File: config.mk
export PLATFORM = sky130hd
export DESIGN_NAME = stage_skid_reg
export DESIGN_NICKNAME = d
export VERILOG_FILES = /design/src/rtl/stage_skid_reg_pkg.sv /design/src/rtl/stage_skid_reg_payload.sv /design/src/rtl/stage_skid_reg.sv
export SDC_FILE = /design/constraint.sdc
export NUM_CORES = 1
export LEC_CHECK = 0
export CAP_MARGIN = 30
export CORE_UTILIZATION = 35
export DETAILED_ROUTE_END_ITERATION = 6
export GPL_TIMING_DRIVEN = 0
export MAX_ROUTING_LAYER = met4
export PLACE_DENSITY_LB_ADDON = 0.1
export SLEW_MARGIN = 20
export SYNTH_ARGS = -nofsm -noshare
export SYNTH_HDL_FRONTEND = slang
export SYNTH_HIERARCHICAL = 1
export SYNTH_SLANG_ARGS = --single-unit
export TNS_END_PERCENT = 30
File: constraint.sdc
create_clock -name CLK -period 2.3 [get_ports CLK]
set_input_delay 0.46 -clock CLK [delete_from_list [all_inputs] [get_ports CLK]]
set_output_delay 0.46 -clock CLK [all_outputs]
set_load 0.005 [all_outputs]
File: src/rtl/stage_skid_reg_pkg.sv
// Shared definitions for the stage_skid_reg pipeline stage:
// FSM state encoding and default payload/counter widths.
package stage_skid_reg_pkg;

    localparam int unsigned DEF_DATA_W = 32;
    localparam int unsigned DEF_CTRL_W = 8;
    localparam int unsigned DEF_CNT_W  = 16;

    // EMPTY: nothing held; FULL: main only; SKID: main and skid both held
    typedef enum logic [1:0] {
        EMPTY = 2'b00,
        FULL  = 2'b01,
        SKID  = 2'b10
    } state_t;

endpackage

File: src/rtl/stage_skid_reg_payload.sv
// stage_payload_reg: one control+data payload register with load,
// synchronous clear (priority over load) and asynchronous active-low reset.
module stage_payload_reg #(
    parameter int unsigned W = 40
) (
    input  logic         CLK,
    input  logic         RST,
    input  logic         CLR,
    input  logic         Load,
    input  logic [W-1:0] D,
    output logic [W-1:0] Q
);

    // Payload storage: reset/clear zero the entry, otherwise load on request
    always_ff @(posedge CLK or negedge RST) begin
        if (!RST) begin
            Q <= '0;
        end else if (CLR) begin
            Q <= '0;
        end else if (Load) begin
            Q <= D;
        end
    end

endmodule

File: src/rtl/stage_skid_reg.sv
// stage_skid_reg: two-entry skid-buffered pipeline stage (D -> E).
// A main register drives the E outputs; a skid register absorbs the one
// entry accepted while ReadyD (registered) was still high under backpressure.
// Optional feature: define STAGE_BUBBLE_CNT_EN to add the saturating
// BubbleCnt output (cycles with ReadyE=1 and ValidE=0).
module stage_skid_reg
    import stage_skid_reg_pkg::*;
#(
    parameter int unsigned DATA_W = DEF_DATA_W,
    parameter int unsigned CTRL_W = DEF_CTRL_W,
    parameter int unsigned CNT_W  = DEF_CNT_W
) (
    input  logic              CLK,
    input  logic              RST,
    input  logic              CLR,
    input  logic              ValidD,
    output logic              ReadyD,
    input  logic [CTRL_W-1:0] CtrlD,
    input  logic [DATA_W-1:0] DataD,
    output logic              ValidE,
    input  logic              ReadyE,
    output logic [CTRL_W-1:0] CtrlE,
    output logic [DATA_W-1:0] DataE
`ifdef STAGE_BUBBLE_CNT_EN
    ,
    output logic [CNT_W-1:0]  BubbleCnt
`endif
);

    localparam int unsigned PW = CTRL_W + DATA_W;

    state_t          state, state_nxt;
    logic            ready_q;
    logic            xfer_in, xfer_out;
    logic            main_load, skid_load;
    logic [PW-1:0]   main_d, main_q, skid_q;

    assign ValidE   = (state != EMPTY);
    assign ReadyD   = ready_q;
    assign xfer_in  = ValidD && ready_q;
    assign xfer_out = ValidE && ReadyE;
    assign {CtrlE, DataE} = main_q;

    // Next-state and register-load decode; CLR overrides every other input
    always_comb begin
        state_nxt = state;
        main_load = 1'b0;
        skid_load = 1'b0;
        main_d    = {CtrlD, DataD};
        if (CLR) begin
            state_nxt = EMPTY;
        end else begin
            case (state)
                EMPTY: begin
                    if (xfer_in) begin
                        main_load = 1'b1;
                        state_nxt = FULL;
                    end
                end
                FULL: begin
                    if (xfer_in && xfer_out) begin
                        main_load = 1'b1;
                    end else if (xfer_out) begin
                        state_nxt = EMPTY;
                    end else if (xfer_in) begin
                        skid_load = 1'b1;
                        state_nxt = SKID;
                    end
                end
                SKID: begin
                    main_d = skid_q;
                    if (xfer_out) begin
                        main_load = 1'b1;
                        state_nxt = FULL;
                    end
                end
                default: state_nxt = EMPTY;
            endcase
        end
    end

    // State register
    always_ff @(posedge CLK or negedge RST) begin
        if (!RST) begin
            state <= EMPTY;
        end else begin
            state <= state_nxt;
        end
    end

    // Registered ready: low only when both entries will be occupied
    always_ff @(posedge CLK or negedge RST) begin
        if (!RST) begin
            ready_q <= 1'b0;
        end else begin
            ready_q <= (state_nxt != SKID);
        end
    end

    stage_payload_reg #(.W(PW)) u_main (
        .CLK  (CLK),
        .RST  (RST),
        .CLR  (CLR),
        .Load (main_load),
        .D    (main_d),
        .Q    (main_q)
    );

    stage_payload_reg #(.W(PW)) u_skid (
        .CLK  (CLK),
        .RST  (RST),
        .CLR  (CLR),
        .Load (skid_load),
        .D    ({CtrlD, DataD}),
        .Q    (skid_q)
    );

`ifdef STAGE_BUBBLE_CNT_EN
    // Saturating count of idle cycles seen by a ready consumer; ignores CLR
    always_ff @(posedge CLK or negedge RST) begin
        if (!RST) begin
            BubbleCnt <= '0;
        end else if (ReadyE && !ValidE && (BubbleCnt != '1)) begin
            BubbleCnt <= BubbleCnt + 1'b1;
        end
    end
`endif

endmodule

==> flow_metrics.env <==
export IMPL_synth_warnings=6
export IMPL_synth_cell_types=19
export IMPL_required_ns=2.50
export IMPL_synth_nets=366
export IMPL_drtPass1Iterations=6
export IMPL_finalInstanceArea_sq_um=5570
export IMPL_clock_sinks=83
export IMPL_violations="design-rule violations"
export IMPL_avgSynthCellArea_sq_um=13.0
export IMPL_setup_viol=0
export IMPL_gr_total_overflow=0
export IMPL_worstPathCellList="clkdlybuf4s50_1 -> and2b_4 -> buf_12 -> mux2_4 -> mux2i_1 -> nor2_1"
export IMPL_final_layout_size_suffix_gt1_share_pct=17.6
export IMPL_cts_root_buf="clkbuf_16"
export IMPL_final_nets=465
export IMPL_slowest_delay_ns=0.68
export IMPL_die_w_um=111
export IMPL_gp_congestion=0.678
export IMPL_drv_cap=0
export IMPL_critPathCaptureType="register"
export IMPL_crit_slowest_cell="clkdlybuf4s50_1"
export IMPL_hold_path_class="in -> async"
export IMPL_synth_xor_xnor_area_share_pct=0.210
export IMPL_worstMarginPinSlew_ns=0.538
export IMPL_holdWs_ns=0.506
export IMPL_synth_compound_area_share_pct=0.449
export IMPL_max_freq_ghz=0.478
export IMPL_num_fill_cells=1069
export IMPL_cp_start_kind="input pin"
export IMPL_track_usage_pct=15.2
export IMPL_dieArea_sq_um=12400
export IMPL_period_minus_slack_ns=2.09
export IMPL_synth_fa_ha_area_share_pct=0
export IMPL_cts_max_path_buffers=2
export IMPL_pre_cts_ws_ns=-0.185
export IMPL_yosysTopAreaCell="dfrtp_1"
export IMPL_cts_clk_slew_worst_paths_ns=0.06
export IMPL_htreeDepth=3
export IMPL_postCtsSetupBuffers=0
export IMPL_vdd_drop_max_uv=417
export IMPL_num_io_pins=87
export IMPL_grt_max_degree=73
export IMPL_placed_area_sq_um=5250
export IMPL_areaGrowthSynthToFinish_pct=33.2
export IMPL_finClkSkew_ns=0.00404
export IMPL_synthMuxAreaShare_pct=33.5
export IMPL_core_sq_um=11500
export IMPL_yosysTopAreaCellShare_pct=49.7
export IMPL_cts_tree="yes"
export IMPL_vias_per_cell=4.65
export IMPL_wirelength_um=8510
export IMPL_synth_top_family_by_area="multiplexers"
export IMPL_numCtsBuffers=9
export IMPL_p_total_uw=3520
export IMPL_drtAntennaViolNets=0
export IMPL_wl_per_cell_um=15.0
export IMPL_critPathKind="in -> reg"
export IMPL_numPortBuffers=86
export IMPL_maxSlewViolCount=0
export IMPL_fp_row_count=39
export IMPL_synthSimpleGateAreaFrac_pct=9.07
export IMPL_num_vias=2641
export IMPL_syn_inst=321
export IMPL_status="finished, violations left"
export IMPL_power_density_nw_per_um2=633
export IMPL_rsz0062_at_grt="no"
export IMPL_synthTopCellsByArea="dfrtp_1, mux2i_1, mux2_4"
export IMPL_detail_route_iter0_violations=81
export IMPL_worst_path_max_fanout=15
export IMPL_yosysSeqAreaShare_pct=49.7
export IMPL_grt_pass1_wl_um=14000
export IMPL_worst_slack_ns=0.207
export IMPL_antenna_found_initial=0
export IMPL_die_h_um=111
export IMPL_dp_hpwl_um=5520
export IMPL_finalHoldViolCount=0
export IMPL_slew_headroom_pct=64.1
export IMPL_diodes=0
export IMPL_cts_resized=0
export IMPL_finalCritPeriodShare_pct=91.0
export IMPL_final_setup_tns_ns=0
export IMPL_grt_pass1_vias=2677
export IMPL_drc=16
export IMPL_static_leakage_power_uw=0.00240
export IMPL_synth_seq_cells=83
export IMPL_start_util_pct=36.3
export IMPL_insertion_delay_ns=0.33
export IMPL_cts_hold_buf=1
export IMPL_arrival_ns=2.30
export IMPL_netlist_area_sq_um=4180
[Yosys cell counts]
library cell,n
dfrtp_1,83
nor2_1,81
mux2i_1,80
mux2_4,40
buf_12,12
clkbuf_1,8
nand2_1,3
a21oi_1,2
buf_6,2
and2b_4,1
and3b_2,1
nand2b_1,1
nor2b_4,1
nor3_1,1
nor4_1,1
o2bb2ai_1,1
or2_2,1
or3_1,1
xor2_1,1
[placed cells by master (no fill, tap or decap)]
cell,n
or3_1,1
nor2b_4,1
clkinv_2,4
bufinv_16,2
nand2_1,3
dlygate4sd3_1,1
nor2_1,81
buf_6,3
nand2b_1,1
xor2_1,1
a21oi_1,2
mux2i_1,80
o2bb2ai_1,1
buf_12,12
nor4_1,1
or2_2,1
clkbuf_1,9
buf_16,1
mux2_4,40
nor3_1,1
dfrtp_1,83
and2b_4,1
clkbuf_16,9
and3b_2,1
clkdlybuf4s50_1,85
[registers in the layout, indices dropped and copies added, names as in the netlist]
signal and cells:
ReadyD 1, state 2, u_main/Q 40, u_skid/Q 40
[worst max-delay path, delay by kind of cell]
kind          cells  cell delay, ns
buf+inv           2            0.85
mux               2            0.45
simple gates      2            0.53
[cells by family after synthesis]
logic type                Yosys count
muxes                             120
and+or+nand+nor                    92
DFF                                83
buffers and inverters              22
AOI/OAI and AO/OA                   3
xor gates and xnor gates            1
[stage by stage]
stage               instances  utilization [%]
CTS                       568             48.3
detailed placement        551             45.6
global placement          550             45.3
finish                    568             48.3
global route              568             48.3
floorplan                 321                -
[final timing paths]
path,startpoint,endpoint,slack [ns],cells past startpoint
setup / recovery,CLR,u_main/Q[32],0.21,6
hold / removal,RST,u_main/Q[10],0.51,2
setup reg to reg,state[1],u_main/Q[32],0.66,6
hold reg to reg,u_main/Q[17],u_main/Q[17],0.52,2
max in group asynchronous,RST,u_skid/Q[22],1.22,3
min in group CLK,u_main/Q[17],u_main/Q[17],0.52,2
[report_power, final]
part | switching [uW] | internal [uW]
clock network | 561 | 943
registers | 30.0 | 1510
logic | 191 | 291
total | 782 | 2740
[final cells by class]
cell class	count	area, sq um	area share (%)
clock inverter	6	80.1	1.44
tap	143	179	3.21
timing repair buffer	88	900	16.2
sequential	83	2080	37.3
clock buffer	10	229	4.11
multi-input combinational	216	1810	32.5
buffer	22	293	5.26
[per-layer routing]
metal	part of all wire, %	track usage, %	up-vias
met5	0	-	-
met2	46	23.0	68
met4	1.7	5.59	0
met1	47	19.2	1282
met3	4.9	4.54	10
li1	-	-	1281
No activity file was read; power rests on OpenSTA's default activity.
